`config.mk`:
```
export PLATFORM = sky130hd
export DESIGN_NAME = incoming_ctx_sched
export DESIGN_NICKNAME = d
export VERILOG_FILES = /design/src/rtl/incoming_ctx_sched_pkg.sv /design/src/rtl/incoming_ctx_sched_init_sweeper.sv /design/src/rtl/incoming_ctx_sched.sv
export SDC_FILE = /design/constraint.sdc
export NUM_CORES = 1
export LEC_CHECK = 0
export ABC_AREA = 1
export CAP_MARGIN = 25
export CORE_AREA = 8 8 332 334
export DETAILED_ROUTE_END_ITERATION = 12
export DIE_AREA = 0 0 340 342
export HOLD_SLACK_MARGIN = 0.02
export PLACE_DENSITY = 0.4
export REMOVE_ABC_BUFFERS = 1
export SETUP_SLACK_MARGIN = 0.2
export SYNTH_ARGS = -nofsm -noshare
export SYNTH_HDL_FRONTEND = slang
export SYNTH_HIERARCHICAL = 1
export SYNTH_SLANG_ARGS = --single-unit
```
`constraint.sdc`:
```
create_clock -name clk -period 3.5 [get_ports clk]
set_clock_uncertainty 0.1 [all_clocks]
set_input_delay 0.7 -clock clk [delete_from_list [all_inputs] [get_ports clk]]
set_output_delay 0.7 -clock clk [all_outputs]
set_load 0.05 [all_outputs]
```
`src/rtl/incoming_ctx_sched_pkg.sv`:
```
//============================================================================
// Module : incoming_ctx_sched_pkg
// Purpose: Definitions shared by the per-flow context blocks: flow id width,
//          user context width and the scheduler state encoding.
// Rev    : 1.0  initial release
//============================================================================
`default_nettype none

`ifndef USER_CONTEXT_W
`define USER_CONTEXT_W 64
`endif

package incoming_ctx_sched_pkg;

  localparam int FLOW_ID_W      = 10;
  localparam int USER_CONTEXT_W = `USER_CONTEXT_W;

  localparam logic [1:0] ST_INIT   = 2'd0;
  localparam logic [1:0] ST_RUN    = 2'd1;
  localparam logic [1:0] ST_DRAIN  = 2'd2;
  localparam logic [1:0] ST_PAUSED = 2'd3;

  typedef enum logic [1:0] {
    SCHED_INIT   = ST_INIT,
    SCHED_RUN    = ST_RUN,
    SCHED_DRAIN  = ST_DRAIN,
    SCHED_PAUSED = ST_PAUSED
  } sched_state_e;

endpackage

`default_nettype wire

```
`src/rtl/incoming_ctx_sched_init_sweeper.sv`:
```
//============================================================================
// Module : ctx_init_sweeper
// Purpose: Zero-fill address generator run once after every reset. Walks the
//          pointer from 0 to all ones, one write per cycle, then stops.
// Ports  : clk, rst_n      clock, async active-low reset
//          wr_en           write strobe (active while sweeping)
//          addr            address being cleared this cycle
//          last            high in the cycle that clears the final address
// Rev    : 1.0  initial release
//============================================================================
`default_nettype none

module ctx_init_sweeper #(
  parameter int PTR_W = incoming_ctx_sched_pkg::FLOW_ID_W
) (
  input  logic             clk,
  input  logic             rst_n,
  output logic             wr_en,
  output logic [PTR_W-1:0] addr,
  output logic             last
);

  logic             active;
  logic [PTR_W-1:0] ptr;

  always_ff @(posedge clk or negedge rst_n) begin
    if (!rst_n) begin
      active <= 1'b1;
      ptr    <= '0;
    end else if (active) begin
      ptr <= ptr + PTR_W'(1);
      if (ptr == '1) active <= 1'b0;
    end
  end

  // The sweep arms during reset; qualify with rst_n so the strobe stays low
  // while reset is held and the first write happens in the first free cycle.
  assign wr_en = active & rst_n;
  assign addr  = ptr;
  assign last  = active & (ptr == '1);

endmodule

`default_nettype wire

```
`src/rtl/incoming_ctx_sched.sv`:
```
//============================================================================
// Module : incoming_ctx_sched
// Purpose: Sequences incoming ACK events through the per-flow user logic:
//          read the flow context (RD), present it with the event for one
//          cycle and write the result back (EX). Zero-fills the context RAM
//          after reset and resolves back-to-back same-flow hazards.
// Config : INCOMING_CTX_FWD_EN  defined   -> hazards forwarded, no stall
//                               undefined -> one-cycle stall on a hazard
// Ports  : clk, rst_n                    clock, async active-low reset
//          ev_valid/ev_ready/ev_fid/ev_data  incoming event handshake
//          sched_en                      1 = accept, 0 = drain and pause
//          ctx_rd_en/addr/data           context RAM read (1-cycle latency)
//          ctx_wr_en/addr/data           context RAM write
//          udi_valid/fid/ev/cntxt_in     operands to the user logic (EX)
//          udi_cntxt_out                 user logic result (same cycle)
//          idle                          high while paused
//          ev_cnt, haz_cnt               saturating statistics
// Rev    : 1.0  initial release
//============================================================================
`default_nettype none

module incoming_ctx_sched #(
  parameter int FLOW_ID_W = incoming_ctx_sched_pkg::FLOW_ID_W,
  parameter int CTX_W     = `USER_CONTEXT_W,
  parameter int EV_W      = 256,
  parameter int CNT_W     = 32
) (
  input  logic                 clk,
  input  logic                 rst_n,
  input  logic                 ev_valid,
  output logic                 ev_ready,
  input  logic [FLOW_ID_W-1:0] ev_fid,
  input  logic [EV_W-1:0]      ev_data,
  input  logic                 sched_en,
  output logic                 ctx_rd_en,
  output logic [FLOW_ID_W-1:0] ctx_rd_addr,
  input  logic [CTX_W-1:0]     ctx_rd_data,
  output logic                 ctx_wr_en,
  output logic [FLOW_ID_W-1:0] ctx_wr_addr,
  output logic [CTX_W-1:0]     ctx_wr_data,
  output logic                 udi_valid,
  output logic [FLOW_ID_W-1:0] udi_fid,
  output logic [EV_W-1:0]      udi_ev,
  output logic [CTX_W-1:0]     udi_cntxt_in,
  input  logic [CTX_W-1:0]     udi_cntxt_out,
  output logic                 idle,
  output logic [CNT_W-1:0]     ev_cnt,
  output logic [CNT_W-1:0]     haz_cnt
);

  import incoming_ctx_sched_pkg::*;

  sched_state_e         state;
  logic                 ex_v;
  logic [FLOW_ID_W-1:0] ex_fid;
  logic [EV_W-1:0]      ex_ev;
  logic                 sweep_we;
  logic                 sweep_last;
  logic [FLOW_ID_W-1:0] sweep_addr;
  logic                 fid_match;
  logic                 haz;
  logic                 haz_stall;
  logic                 accept;
  logic [CTX_W-1:0]     ctx_sel;

  ctx_init_sweeper #(.PTR_W(FLOW_ID_W)) u_sweeper (
    .clk   (clk),
    .rst_n (rst_n),
    .wr_en (sweep_we),
    .addr  (sweep_addr),
    .last  (sweep_last)
  );

  // The event registered last cycle is the one in EX now; a new event for
  // the same flow would read the RAM in the very cycle EX writes it back.
  assign fid_match = ex_v & (ev_fid == ex_fid);
  assign haz       = (state == SCHED_RUN) & sched_en & ev_valid & fid_match;

`ifdef INCOMING_CTX_FWD_EN
  logic             fwd_v;
  logic [CTX_W-1:0] fwd_q;

  assign haz_stall = 1'b0;

  // Capture the EX result for the colliding event; its RAM read is stale.
  always_ff @(posedge clk or negedge rst_n) begin
    if (!rst_n) begin
      fwd_v <= 1'b0;
      fwd_q <= '0;
    end else begin
      fwd_v <= accept & fid_match;
      if (accept & fid_match) fwd_q <= udi_cntxt_out;
    end
  end

  assign ctx_sel = fwd_v ? fwd_q : ctx_rd_data;
`else
  // Hold the second event back one cycle so its read sees the landed write.
  assign haz_stall = haz;
  assign ctx_sel   = ctx_rd_data;
`endif

  assign ev_ready    = (state == SCHED_RUN) & sched_en & ~haz_stall;
  assign accept      = ev_valid & ev_ready;
  assign ctx_rd_en   = accept;
  assign ctx_rd_addr = accept ? ev_fid : '0;

  always_ff @(posedge clk or negedge rst_n) begin
    if (!rst_n) begin
      ex_v   <= 1'b0;
      ex_fid <= '0;
      ex_ev  <= '0;
    end else begin
      ex_v <= accept;
      if (accept) begin
        ex_fid <= ev_fid;
        ex_ev  <= ev_data;
      end
    end
  end

  assign udi_valid    = ex_v;
  assign udi_fid      = ex_fid;
  assign udi_ev       = ex_ev;
  assign udi_cntxt_in = ex_v ? ctx_sel : '0;

  // The sweep and EX never overlap: EX is empty throughout INIT.
  assign ctx_wr_en   = sweep_we | ex_v;
  assign ctx_wr_addr = sweep_we ? sweep_addr : (ex_v ? ex_fid : '0);
  assign ctx_wr_data = (ex_v & ~sweep_we) ? udi_cntxt_out : '0;

  always_ff @(posedge clk or negedge rst_n) begin
    if (!rst_n) begin
      ev_cnt  <= '0;
      haz_cnt <= '0;
    end else begin
      if (ex_v && ev_cnt != '1)  ev_cnt  <= ev_cnt + CNT_W'(1);
      if (haz && haz_cnt != '1)  haz_cnt <= haz_cnt + CNT_W'(1);
    end
  end

  always_ff @(posedge clk or negedge rst_n) begin
    if (!rst_n) begin
      state <= SCHED_INIT;
      idle  <= 1'b0;
    end else begin
      case (state)
        SCHED_INIT: if (sweep_last) begin
          state <= sched_en ? SCHED_RUN : SCHED_PAUSED;
          idle  <= ~sched_en;
        end
        SCHED_RUN: if (!sched_en) state <= SCHED_DRAIN;
        // Nothing is accepted in DRAIN, so only EX can still be occupied.
        SCHED_DRAIN: if (!ex_v) begin
          state <= SCHED_PAUSED;
          idle  <= 1'b1;
        end
        SCHED_PAUSED: if (sched_en) begin
          state <= SCHED_RUN;
          idle  <= 1'b0;
        end
        default: begin
          state <= SCHED_INIT;
          idle  <= 1'b0;
        end
      endcase
    end
  end

endmodule

`default_nettype wire

```
==> impl_metrics.ini, run 1 <==
[synthesis]
synth_area_leaders = dfrtp_1, nand2_1, inv_1
netlist_area_mm2 = 0.0164
yosysSeqAreaShare_pct = 52.6
yosys.cell_types.count = 33
async_flop_share_pct = 100
ys.flop_type = dfrtp_1
synth-seq-cells = 345
synth_top_area_share_pct = 52.5
syn_avg_cell_area_um2 = 7.52
syn_inst = 2181
synth-edff-count = 0
yosys_warnings = 6
yosys.area.top_type = dfrtp_1

[cts]
clk_pin_slew_ns = 0.06
postCtsHoldBufs = 0
cts_root_buf = clkbuf_16
cts_max_path_buffers = 3
cts_tree = built
numCtsBuffers = 47
htreeDepth = 2
clk_latency_ns = 0.59
clock_sinks = 345

[power]
combPwrFrac_pct = 52.9
p_seq_share_pct = 26.5
p_int_uw = 12400
peakVddDrop_v = 0.000485
sw_frac_of_total_pct = 48.4
p_leak_uw = 0.0140
total_power_uw = 24000
pwr-share-clk_pct = 20.5
p_switching_uw = 11600
power-per-cell-area_mw_per_mm2 = 841

[die]
die_w_um = 340
die_y_um = 342
coreArea_mm2 = 0.105
die-area_mm2 = 0.116
num_rows = 119
start_util_pct = 15.7
ios = 881

[timing]
fin_crit_ns = 3.21
clock.fmax_ghz = 0.311
slew-limit-headroom_pct = 39.9
setup_total_negative_slack_ns = 0
setup_ws_ns = 0.288
tightestPinTransition_ns = 0.902
slew_viol_final = 0
finalSetupViolCount = 0
finalCritPeriodShare_pct = 91.8
timing_hold_violations_final = 0
rsz0062_at_grt = no

[final_layout]
drive_above_1_share_pct = 9.36
final_cell_mix = nand2_1, clkdlybuf4s50_1, dfrtp_1, inv_1, buf_4
register_area_mm2 = 0.00864
layout_commonest_cell = nand2_1
multi_input_area_mm2 = 0.00629
fin_nets = 3509
areaGrowthSynthToFinish_pct = 74.3
n_fill_cell = 11500

[setup_path]
crit_start = ev_fid[7]
crit_buf_inv = 4
ff2ff_setup_slack_ns = 0.89
critPathCapture = ctx_rd_addr[1]
cp.arrival_ns = 2.41
crit_family = buffers and inverters
critical_path_cell_count = 10
endpoint_kind = primary output
crit_fanout = 6
worstPathRequired_ns = 2.70
cp_slowest_cell = clkdlybuf4s50_1
cp-start-kind = primary input
critical_path_class = in -> out
timing.rr.end = ev_cnt[30]
reg2reg_depth = 11
path_cells = clkdlybuf4s50_1 > buf_4 > xnor2_2 > nand2_1 > nor2_2 > nand2_4 > nand2_8 > nor2_2 > buf_4 > buf_12
cpPeakStageDelay_ns = 0.45
reg2reg_from = ev_cnt[0]

[placement]
hpwl_mm = 81.6
port-buffer-count = 880
pre_cts_ws_ns = 0.0726
gp_congestion = 0.887

[grt]
grt_util_all_layers_pct = 16.3
antenna_found_initial = 46
first_global_vias = 17700
grt_pass1_wl_mm = 137
grt_max_degree = 142
overflow = 0

[detailed_routing]
dr.pass1.iters = 5
dr_total_vias = 17300
wl_mm = 99.4
ant_nets = 0
routedWlPerCell_um = 21.9
drcViolationCount = 0
vias_per_cell = 3.80
dr.first_iter.drc_count = 891

[hold_path]
hp-class = in -> async

[run]
cap_violations = 0

[status]
status = finished, final reports clean
==> through the flow <==
step | instance area (µm²) | utilization, % | std cells | hold slack, ns
3_3_place_gp | 26800 | 25.6 | 4433 | 0.361
3_5_place_dp | 26800 | 25.6 | 4433 | 0.364
6_report | 28600 | 27.3 | 4545 | 0.113
4_1_cts | 28400 | 27.2 | 4524 | 0.109
5_1_grt | 28600 | 27.3 | 4538 | 0.136
2_1_floorplan | 15700 | - | 2095 | 0.304
==> flip-flops by register name (all words and copies together) (netlist names) <==
signal and cells:
ev_cnt 32, udi_valid 1, haz_cnt 32, udi_fid 10, idle 1, u_sweeper/addr 10, state 2, u_sweeper/active 1
udi_ev 256
==> worst register-to-register path, stage by stage, from the launching register on <==
cell	delay [ns]
dfrtp_1	0.43
ha_1	0.30
inv_1	0.08
nor3_1	0.24
nand2_1	0.19
nor2_1	0.25
nand2_1	0.08
nand2_1	0.08
buf_4	0.22
inv_2	0.27
nand2_1	0.14
o21ai_1	0.07
==> worst min-delay path by stage <==
stage	endpoint	cells past startpoint
2_1_floorplan	ev_cnt[0]	0
3_3_place_gp	udi_ev[11]	2
3_5_place_dp	udi_ev[194]	2
4_1_cts	udi_ev[73]	2
5_1_grt	udi_ev[108]	2
6_report	udi_ev[108]	2
==> logic make-up (layout without fill, tap and decap cells) <==
logic type	count (synthesis)	after routing	share of synthesized area [%]
DFF	345	345	52.6
AOI/OAI and AO/OA	58	58	1.80
adders and majority gates	7	7	0.534
muxes	1	1	0.0687
and+or+nand+nor	1418	1419	34.2
xor gates and xnor gates	22	22	1.17
buffers and inverters	330	1288	9.62
other	0	14	0
==> cell usage after synthesis, types with 3 or more instances <==
| master | count |
|---|---|
| nor2_2 | 3 |
| a21oi_1 | 3 |
| ha_1 | 7 |
| inv_1 | 240 |
| nand3b_1 | 16 |
| xnor2_1 | 9 |
| xor2_1 | 13 |
| dfrtp_1 | 344 |
| o21ai_1 | 10 |
| buf_2 | 7 |
| nor2_4 | 4 |
| nand3_1 | 51 |
| nor2_1 | 162 |
| o21ai_0 | 43 |
| nand2_1 | 1133 |
| nand4_1 | 13 |
| clkbuf_1 | 18 |
| buf_6 | 29 |
| buf_4 | 30 |
| inv_2 | 4 |
| nor3_1 | 25 |
| nand2_2 | 4 |
==> what timing repair did <==
action                                  in CTS  in global routing
pin swaps                                    4                  4
hold endpoints to repair                     0                  0
gates cloned                                 1                  0
gates resized for setup                     20                 11
buffers inserted                             5                  7
endpoints found under the setup margin      85                 14
==> power by group through the flow <==
stage	clock [µW]	sequential [µW]	combinational, µW
2_1_floorplan	0	11400	2340
3_3_place_gp	0	6440	12800
3_5_place_dp	0	6410	12800
4_1_cts	5140	6410	12900
5_1_grt	5290	6580	13400
6_report	4940	6380	12700
==> area by class of cell <==
cell class	count	area share, %
diodes	14	0.123
clock buffers	72	4.83
clock inverters	13	0.639
inverters	244	3.23
multi-input cells	1507	22.0
flip-flops and latches	345	30.2
well taps	1391	6.09
repair buffers	959	32.9
==> per-layer routing <==
| metal | track usage, % | share of wire (%) | vias up |
|---|---|---|---|
| met5 | 0 | 0.24 | - |
| met2 | 27.0 | 47 | 677 |
| li1 | - | - | 8375 |
| met1 | 18.3 | 39 | 8034 |
| met3 | 7.24 | 9.9 | 153 |
| met4 | 6.20 | 3.5 | 36 |
(Power assumes the default switching activity.)
==> run 2: changes to the inputs <==
--- a/config.mk
+++ b/config.mk
@@ -11,9 +11,9 @@
 export DETAILED_ROUTE_END_ITERATION = 12
 export DIE_AREA = 0 0 340 342
 export HOLD_SLACK_MARGIN = 0.02
-export PLACE_DENSITY = 0.4
 export REMOVE_ABC_BUFFERS = 1
 export SETUP_SLACK_MARGIN = 0.2
+export SLEW_MARGIN = 20
 export SYNTH_ARGS = -nofsm -noshare
 export SYNTH_HDL_FRONTEND = slang
 export SYNTH_HIERARCHICAL = 1
==> run 2 against run 1 <==
  * Worst hold slack improved by 0.26 ns
  * Power rose by 1.2%
  * Final area rose by 0.81%
  * Critical path depth did not move
  * Routed wire length rose by 5.8%
  * Flip-flop and latch count did not move
  * Register-to-register slack got worse by 0.17 ns
  * Largest cell class unchanged
==> impl_metrics.ini, run 2 (synthesis results as in run 1) <==
[power]
power-per-cell-area_mw_per_mm2 = 845
sw_frac_of_total_pct = 49.1
p_leak_uw = 0.0142
p_int_uw = 12400
p_switching_uw = 11900
combPwrFrac_pct = 53.4
p_seq_share_pct = 26.5
total_power_uw = 24300
pwr-share-clk_pct = 20.1
peakVddDrop_v = 0.000617

[timing]
finalCritPeriodShare_pct = 91.4
slew_viol_final = 0
rsz0062_at_grt = no
holdWs_ns = 0.376
fin_crit_ns = 3.20
timing_hold_violations_final = 0
slew-limit-headroom_pct = 35.9
finalSetupViolCount = 0
tightestPinTransition_ns = 0.961
clock.fmax_ghz = 0.313

[final_layout]
drive_above_1_share_pct = 10.7
fin_nets = 3512
final_area_mm2 = 0.0288
multi_input_area_mm2 = 0.00631
register_area_mm2 = 0.00864
fin_util_pct = 27.5
layout_commonest_cell = nand2_1
areaGrowthSynthToFinish_pct = 75.8
n_fill_cell = 11300
final_cells = 4556
largest_register_ffs = 256
final_cell_mix = nand2_1, clkdlybuf4s50_1, dfrtp_1, inv_1, buf_4

[setup_path]
cpPeakStageDelay_ns = 0.49
crit_fanout = 5
endpoint_kind = primary output
crit_family = buffers and inverters
path_cells = clkdlybuf4s50_1 > xnor2_1 > nand2_2 > buf_12 > nor2_4 > nand2_4 > nand2_8 > buf_12 > nor2_2 > buf_12
critical_path_class = in -> out
crit_buf_inv = 4
cp.arrival_ns = 2.40
cp-start-kind = primary input
crit_top_cell = buf_12
worstPathRequired_ns = 2.70
cp_slowest_cell = clkdlybuf4s50_1

[grt]
grt_max_degree = 155
antenna_found_initial = 45
grt_util_all_layers_pct = 17.3
first_global_vias = 17900
grt_pass1_wl_mm = 145
overflow = 0

[detailed_routing]
vias_per_cell = 3.87
ant_nets = 0
dr.pass1.iters = 5
dr.first_iter.drc_count = 1116
dr_total_vias = 17700
routedWlPerCell_um = 23.1
drcViolationCount = 0
wl_mm = 105

[die]
die_w_um = 340
die_y_um = 342
die-area_mm2 = 0.116
num_rows = 119
coreArea_mm2 = 0.105
start_util_pct = 15.7
ios = 881

[status]
status = finished, final reports clean

[placement]
gp_congestion = 0.932
port-buffer-count = 880
dp_cells = 4428
hpwl_mm = 87.2
placed_area_mm2 = 0.0269

[cts]
cts_tree = built
htreeDepth = 2
cts_max_path_buffers = 3
cts_root_buf = clkbuf_16
clock_sinks = 345
clk_latency_ns = 0.61
numCtsBuffers = 46
clk_pin_slew_ns = 0.05

[hold_path]
hp-class = reg -> reg

[run]
cap_violations = 0
## run 2: changes by cell type in the layout (fill, tap and decap cells not counted), sizes merged, moves of 2 or more
cell / delta
clkdlybuf4s50: -45
diode: +9
clkinv: +2
clkbuf: -2
buf: +33
inv: -2
dlygate4sd2: +14
## run 2: per-stage QoR
stage / TNS [ns] / setup WS, ns
after global placement: -31.09 / -0.257
after detailed placement: -24.32 / -0.225
after CTS: 0 / 0.0663
after floorplan: -826.16 / -2.95
after global routing: 0 / 0.195
final: 0 / 0.302
## run 2: worst paths after layout
path	start	end	slack [ns]	cells after the start
setup / recovery	ev_fid[6]	ctx_rd_addr[8]	0.30	10
hold / removal	udi_ev[153]	udi_ev[153]	0.38	2
setup reg to reg	udi_fid[1]	udi_ev[67]	0.72	14
hold reg to reg	udi_ev[153]	udi_ev[153]	0.38	2
max in group asynchronous	rst_n	udi_valid	1.62	4
min in group asynchronous	rst_n	udi_ev[221]	0.52	3
## run 2: power by group through the flow
| stage | Sequential (µW) | Combinational, µW | Clock, µW |
|---|---|---|---|
| 6_report | 6450 | 13000 | 4890 |
| 5_1_grt | 6630 | 13600 | 5200 |
| 4_1_cts | 6450 | 13200 | 5070 |
| 3_5_place_dp | 6470 | 13100 | 0 |
| 3_3_place_gp | 6460 | 13100 | 0 |
| 2_1_floorplan | 11400 | 2340 | 0 |
## run 2: cell type report
class | instances | area share, %
antenna | 23 | 0.200
clock buffer | 70 | 4.73
clock inverter | 13 | 0.599
inverter | 244 | 3.23
multi-input combinational | 1508 | 21.9
sequential | 345 | 30.0
tap | 1391 | 6.04
timing repair buffer | 962 | 33.4
## run 2: repair_timing
action | CTS | global route
hold endpoints to repair | 4 | 0
buffers inserted | 10 | 9
resized for setup | 47 | 12
gates cloned | 2 | 0
setup endpoints to repair | 95 | 78
hold buffers | 1 | 0
pin swaps | 4 | 4
## run 2: worst register-to-register path, stage by stage (launching register included)
cell and delay, ns:
dfrtp_2 0.44, nand2_1 0.08, nand2_1 0.09, nor2_4 0.18
buf_6 0.13, nand2_2 0.07, nor2_4 0.11, nand2_4 0.08
buf_4 0.16, nand2_4 0.20, buf_4 0.20, buf_4 0.33
buf_12 0.31, nand2_1 0.17, nand2_1 0.08
## run 2: routing by layer
layer | global-route usage, % | part of all wire (%)
met5 | 0 | 0.13
met4 | 4.65 | 2.9
met3 | 7.14 | 9.8
met2 | 28.2 | 46
met1 | 20.9 | 41
